`src/rtl/seg_pkg.sv`:
```
// seg_pkg: shared constants and types for the seven-segment scan driver.
// Used by seg_scan_driver and seg_blink_gen.
package seg_pkg;

    localparam int unsigned NUM_DIGITS = 8;
    localparam int unsigned FRAME_W    = NUM_DIGITS * 8;

    localparam logic [7:0] SEG_BLANK  = 8'h00;
    localparam logic [7:0] EN_ALL_OFF = 8'hFF;

    // Digit index, 0..NUM_DIGITS-1.
    typedef logic [2:0] digit_t;

    localparam digit_t LAST_DIGIT = digit_t'(NUM_DIGITS - 1);

    // Per-slot phase: all digits dark (anti-ghosting gap), or one digit lit.
    typedef enum logic {
        SLOT_BLANK = 1'b0,
        SLOT_SHOW  = 1'b1
    } slot_t;

    // Active-low one-cold enable for the given digit.
    function automatic logic [7:0] digit_enable(digit_t d);
        return ~(8'b0000_0001 << d);
    endfunction

endpackage

```
`src/rtl/seg_blink_gen.sv`:
```
// seg_blink_gen: free-running blink phase generator.
// blink_phase starts at 1 after reset and toggles every BLINK_DIV cycles.
module seg_blink_gen
    import seg_pkg::*;
#(
    parameter int unsigned BLINK_DIV = 25000000
) (
    input  logic clk,
    input  logic rst,
    output logic blink_phase
);

    localparam int unsigned DIV_W = (BLINK_DIV > 1) ? $clog2(BLINK_DIV) : 1;
    localparam logic [DIV_W-1:0] DIV_MAX = DIV_W'(BLINK_DIV - 1);

    logic [DIV_W-1:0] div_cnt;

    // Count BLINK_DIV cycles per half-period and flip the phase on each wrap.
    always_ff @(posedge clk) begin
        if (rst) begin
            div_cnt     <= '0;
            blink_phase <= 1'b1;
        end else if (div_cnt == DIV_MAX) begin
            div_cnt     <= '0;
            blink_phase <= ~blink_phase;
        end else begin
            div_cnt     <= div_cnt + 1'b1;
        end
    end

endmodule

```
`src/rtl/seg_scan_driver.sv`:
```
// seg_scan_driver: eight-digit time-multiplexed seven-segment scan driver.
// Frames arrive over valid/ready into a pending buffer and are promoted to
// the active buffer only at a scan-frame boundary, so a scan never tears.
// Each digit slot starts with BLANK_CYC dark cycles to suppress ghosting.
// Optional feature: define SEG_BLINK_EN to add the blink_mask port and
// per-digit blinking driven by seg_blink_gen.
module seg_scan_driver
    import seg_pkg::*;
#(
    parameter int unsigned SCAN_DIV  = 100000,
    parameter int unsigned BLANK_CYC = 1000,
    parameter int unsigned BLINK_DIV = 25000000
) (
    input  logic               clk,
    input  logic               rst,
    input  logic [FRAME_W-1:0] frame,
    input  logic               frame_valid,
    output logic               frame_ready,
`ifdef SEG_BLINK_EN
    input  logic [7:0]         blink_mask,
`endif
    output logic [7:0]         seg_en,
    output logic [7:0]         seg_out,
    output logic               frame_done
);

    localparam int unsigned     CNT_W     = $clog2(SCAN_DIV);
    localparam logic [CNT_W-1:0] CNT_MAX   = CNT_W'(SCAN_DIV - 1);
    localparam logic [CNT_W-1:0] BLANK_LIM = CNT_W'(BLANK_CYC);

    logic [FRAME_W-1:0] active;
    logic [FRAME_W-1:0] pending;
    logic               pend_full;
    logic [CNT_W-1:0]   cnt;
    digit_t             digit;

    logic               cnt_wrap;
    logic               frame_boundary;
    logic               accept;
    logic [7:0]         show_byte;
    logic               blink_hide;
    slot_t              slot;

    assign cnt_wrap       = (cnt == CNT_MAX);
    assign frame_boundary = cnt_wrap && (digit == LAST_DIGIT);
    assign frame_done     = frame_boundary;
    assign frame_ready    = !pend_full;
    assign accept         = frame_valid && frame_ready;
    assign show_byte      = active[{digit, 3'b000} +: 8];

`ifdef SEG_BLINK_EN
    logic blink_phase;

    seg_blink_gen #(
        .BLINK_DIV (BLINK_DIV)
    ) u_blink (
        .clk         (clk),
        .rst         (rst),
        .blink_phase (blink_phase)
    );

    assign blink_hide = !blink_phase && blink_mask[digit];
`else
    // Blinking is not built; only a meaningless zero divider could set this.
    assign blink_hide = (BLINK_DIV == 0);
`endif

    // Decode the slot phase from the position inside the digit slot.
    always_comb begin
        slot = SLOT_SHOW;
        if (cnt < BLANK_LIM) begin
            slot = SLOT_BLANK;
        end
    end

    // Double buffer: a handshake fills pending; a frame boundary promotes it.
    // accept requires pend_full = 0, so accept and promotion never coincide.
    always_ff @(posedge clk) begin
        if (rst) begin
            active    <= '0;
            pending   <= '0;
            pend_full <= 1'b0;
        end else if (accept) begin
            pending   <= frame;
            pend_full <= 1'b1;
        end else if (frame_boundary && pend_full) begin
            active    <= pending;
            pend_full <= 1'b0;
        end
    end

    // Slot FSM: advance the slot counter and digit, register the drive outputs.
    always_ff @(posedge clk) begin
        if (rst) begin
            cnt     <= '0;
            digit   <= '0;
            seg_en  <= EN_ALL_OFF;
            seg_out <= SEG_BLANK;
        end else begin
            if (cnt_wrap) begin
                cnt   <= '0;
                digit <= digit + 3'd1;
            end else begin
                cnt   <= cnt + 1'b1;
            end

            case (slot)
                SLOT_BLANK: begin
                    seg_en  <= EN_ALL_OFF;
                    seg_out <= SEG_BLANK;
                end
                default: begin
                    seg_en  <= digit_enable(digit);
                    seg_out <= blink_hide ? SEG_BLANK : show_byte;
                end
            endcase
        end
    end

endmodule

```
`config.mk`:
```
export PLATFORM = sky130hd
export DESIGN_NAME = seg_scan_driver
export DESIGN_NICKNAME = d
export VERILOG_FILES = /design/src/rtl/seg_pkg.sv /design/src/rtl/seg_blink_gen.sv /design/src/rtl/seg_scan_driver.sv
export SDC_FILE = /design/constraint.sdc
export NUM_CORES = 1
export LEC_CHECK = 0
export BUFFER_PORTS_ARGS = -buffer_cell sky130_fd_sc_hd__buf_2
export CAP_MARGIN = 20
export CORE_MARGIN = 1
export CORE_UTILIZATION = 30
export DETAILED_ROUTE_END_ITERATION = 10
export GPL_TIMING_DRIVEN = 0
export PLACE_DENSITY = 0.5
export SKIP_CTS_REPAIR_TIMING = 1
export SYNTH_ARGS = -nofsm -noshare
export SYNTH_HDL_FRONTEND = slang
export SYNTH_SLANG_ARGS = --single-unit
export TNS_END_PERCENT = 100
```
`constraint.sdc`:
```
create_clock -name clk -period 1.98 [get_ports clk]
set_input_delay 0.396 -clock clk [delete_from_list [all_inputs] [get_ports clk]]
set_output_delay 0.396 -clock clk [all_outputs]
set_load 0.02 [all_outputs]
```
Yosys cells after proc, flatten, opt, wreduce, memory -nomap -nowiden
Index checks and enable logic that the tools add are counted.

word-level totals
  bits in registers = 165
  input port bits = 67
  output and inout port bits = 18
  logic and storage cells = 26

cells by class
  $add $sub $neg = 2
  $lt $le $gt $ge = 1
  equality and inequality tests = 2
  shift operators = 2
  muxes and demuxes = 2
  bitwise logic cells = 2
  reduce and logical (&&, ||, !) cells = 8

operator list
  kind                                                   number
  variable part select 64 x 7 -> 8 bit                   1
  adder 17 x 1 -> 17 bit (second input constant)         1
  equality test 17 bit (second input constant)           1
  < comparator 17 x 10 -> 1 bit (second input constant)  1
  inverter 8 bit                                         1
  << shifter 1 x 3 -> 8 bit (first input constant)       1
  OR reduction 2 bit                                     2
  adder 3 x 1 -> 3 bit (second input constant)           1
  equality test 3 bit (second input constant)            1
  logical AND 1 bit                                      3
  two-way mux 1 bit                                      2
  AND reduction 2 bit                                    1
  nonzero test 2 bit                                     1
  zero test 1 bit                                        1
  inverter 1 bit                                         1

Longest topological paths before layout
  depth in word-level cells = 5
  depth in mapped cells = 9
  depth with buffers taken out = 5

Least setup slack after synthesis
No wires, ideal clock.

  path kind = register to output
  start = reg cnt[0]
  end = out frame_done
  arrival time = 1.540 ns
  required time = 1.584 ns
  setup slack = 0.044 ns
  cell stages (with the launch flop) = 8
  path buffers = 3
  cell sequence = dfxtp_1 > ha_1 > and4_1 > buf_2 > and4_1 > buf_6 > buf_6 > and2_1

between the ends
  cells in the longest elaborated chain, start to end = 2

RTL lines
  what                    RTL line                RTL
  from (decl)             seg_scan_driver.sv:34   logic [CNT_W-1:0] cnt;
  from (signal assigned)  seg_scan_driver.sv:104  cnt <= cnt + 1'b1;
  equality test 17 bit    seg_scan_driver.sv:44   assign cnt_wrap = (cnt == CNT_MAX);
  logical AND 1 bit       seg_scan_driver.sv:45   assign frame_boundary = cnt_wrap && (digit == LAST_DIGIT);
  to (decl)               seg_scan_driver.sv:24   output logic frame_done

Every way passes these cells.

Worst setup path in the final report
  start = reg cnt[1]
  end = out frame_done

The elaborated chain is that of the path after synthesis.

==> flow_metrics.tcl <==
set metrics [dict create \
    synth-edff-count 0 \
    worst_slew_pin_slew_ns 0.7583 \
    path_cells "ha_4 > and4_1 > buf_6 > and4_1 > buf_6 > buf_8 > and2_4 > buf_6" \
    holdWs_ns 0.1899 \
    die_h_um 149.3 \
    cp-start-kind "flop" \
    cts_num_sinks 165 \
    cts_buffers 17 \
    arrival_ns 1.90 \
    drtAntennaViolNets 0 \
    num_rows 53 \
    slowest_stage "dfxtp_2" \
    netlist_top_cells_count "dfxtp_1 (165), nand2_1 (144), a21oi_1 (131)" \
    dp_hpwl_um 12590 \
    ctsLongestPathBuffers 2 \
    cts.root.buffer_cell "clkbuf_16" \
    synth.top_cells.by_area "dfxtp_1 (51%), a21oi_1 (10%), nand2_1 (8.3%)" \
    die-area_mm2 0.02228 \
    nNetsFinal 929 \
    grt_usage 0.1684 \
    seqCellArea_mm2 0.003308 \
    drv_slew 0 \
    final-hold-violation-count 0 \
    failed_checks "negative setup slack" \
    max_slew_margin 0.4944 \
    via_count 5449 \
    wl_per_cell_um 15.50 \
    antenna-diode-count 0 \
    core_area_mm2 0.02115 \
    drc 0 \
    cp_max_fo 4 \
    critical_path_class "reg -> out" \
    syn_area_per_cell_um2 8.767 \
    yosysTopAreaCellShare 0.5078 \
    synth-seq-cells 165 \
    leakage_nw 2.904 \
    hold_path.class "in -> reg" \
    skew_ns 0.01427 \
    final_cells 1143 \
    syn_nets 816 \
    syn_area_mm2 0.006505 \
    routed_via_density 4.767 \
    clock_latency_ns 0.44 \
    period_share 1.160 \
    grt_overflow 0 \
    slowest_delay_ns 0.36 \
    yosysSeqAreaShare 0.5078 \
    clk_pin_slew_ns 0.07 \
    gp_congestion 0.7503 \
    drive_gt1_frac 0.2120 \
    grt_max_degree 17 \
    synth_cell_types 39 \
    finalCriticalPeriod_ns 2.298 \
    antenna_found_initial 0 \
    drt-total-wl_um 17720 \
    portBuffers 83 \
    status "finished with violations" \
    worst_setup_path_end_kind "output pin" \
    worstPathRequired_ns 1.58 \
    rsz0062_at_grt "yes" \
    powerDensity_mw_per_mm2 887.8 \
    synthArstFlopShare 0 \
    vdd_ir_drop_max_mv 0.4867 \
    htree_levels 4 \
    max-cap-violations 0 \
    place_ws_ns -0.2793 \
    multi_input_area_mm2 0.002873 \
    dpl.cell_count 1100 \
    fin_ws_ns -0.3177 \
    postSynthCellCount 742 \
    ioPinCount 85 \
    dr.first_iter.drc_count 305 \
    yosysMostFrequentCell "dfxtp_1" \
    area_growth_pct 23.04 \
    cpMostUsedCell "buf_6" \
    drt_pass1_iterations 4 \
    grt_first_pass_wirelength_um 28420 \
    fillCellCount 2207 \
    setup_viol 1 \
    cts_tree "done" \
    die_w_um 149.3 \
    synthFlopType "dfxtp_1" \
    max_freq_ghz 0.4352 \
    synth_top_cell_by_area "dfxtp_1" \
    initial_core_util 0.3075 \
    grt_pass1_vias 5277 \
    yosys_warnings 0 \
]
==> state kept, by name (all words and copies together), names as in the netlist <==
| register | flops |
|---|---|
| cnt | 17 |
| seg_out | 8 |
| pending | 64 |
| pend_full | 1 |
| digit | 3 |
| seg_en | 8 |
| active | 64 |
==> through the flow <==
step / TNS, ns / total power [mW] / area (um2) / util
floorplan: 0 / 3.688 / 6505 / -
global placement: -20.30 / 3.835 / 7264 / 0.3434
detailed placement: -20.23 / 3.837 / 7264 / 0.3434
CTS: -11.06 / 7.177 / 7858 / 0.3714
global route: -0.3969 / 7.371 / 8004 / 0.3784
finish: -0.3177 / 7.106 / 8004 / 0.3784
==> cell type report <==
| type | count | area share |
|---|---|---|
| timing repair buffer | 94 | 0.06300 |
| multi-input combinational | 507 | 0.3589 |
| inverter | 5 | 0.002345 |
| clock inverter | 15 | 0.02095 |
| clock buffer | 17 | 0.05315 |
| sequential | 165 | 0.4133 |
| tap | 275 | 0.04299 |
| buffer | 65 | 0.04533 |
==> cell usage in the layout (no fill, tap or decap), drive strengths merged, types with 2 or more instances in the layout <==
| master | netlist | final |
|---|---|---|
| nor3 | 6 | 6 |
| mux4 | 16 | 16 |
| buf | 28 | 124 |
| nor4 | 2 | 2 |
| a21oi | 131 | 131 |
| bufinv | 0 | 2 |
| nor2 | 20 | 20 |
| nand2 | 144 | 144 |
| nand3 | 70 | 70 |
| a211oi | 2 | 2 |
| xnor2 | 8 | 8 |
| clkbuf | 37 | 52 |
| inv | 5 | 11 |
| dfxtp | 165 | 165 |
| a22o | 8 | 8 |
| nand4 | 6 | 6 |
| clkinvlp | 0 | 4 |
| and2 | 2 | 2 |
| o21ai | 65 | 65 |
| ha | 7 | 7 |
| xor2 | 6 | 6 |
| and4 | 4 | 4 |
| clkinv | 0 | 3 |
==> power breakdown <==
group / total, mW / switching (mW) / internal (mW)
registers: 3.45 / 0.0481 / 3.40
clock network: 3.34 / 1.46 / 1.89
logic: 0.318 / 0.195 / 0.123
==> cell families after synthesis <==
logic type	synth area share
and+or+nand+nor	0.1816
AOI/OAI and AO/OA	0.1687
DFF	0.5078
buffers and inverters	0.05424
muxes	0.05540
xor gates and xnor gates	0.01885
adders and majority gates	0.01346
==> final timing paths <==
kind               from     endpoint  slack [ns]  depth (start not counted)
min reg2reg  pending[0]   pending[0]        0.46                          2
min           frame[30]  pending[30]        0.19                          3
max              cnt[1]   frame_done       -0.32                          8
max reg2reg    digit[1]   seg_out[1]        0.09                          4
==> critical path, delay by kind of cell (launching register included) <==
| kind | cells | cell delay (ns) |
|---|---|---|
| adders and majority gates | 1 | 0.15 |
| and+or+nand+nor | 3 | 0.50 |
| buffers and inverters | 4 | 0.44 |
| DFF | 1 | 0.36 |
==> routing by layer <==
| metal | part of all wire | vias to the layer above | track usage |
|---|---|---|---|
| li1 | - | 2805 | - |
| met1 | 0.49 | 2535 | 0.2287 |
| met2 | 0.46 | 93 | 0.2677 |
| met3 | 0.037 | 16 | 0.03731 |
| met4 | 0.010 | 0 | 0.04592 |
| met5 | 0 | - | 0 |
Power figures use the tool's default switching activity.
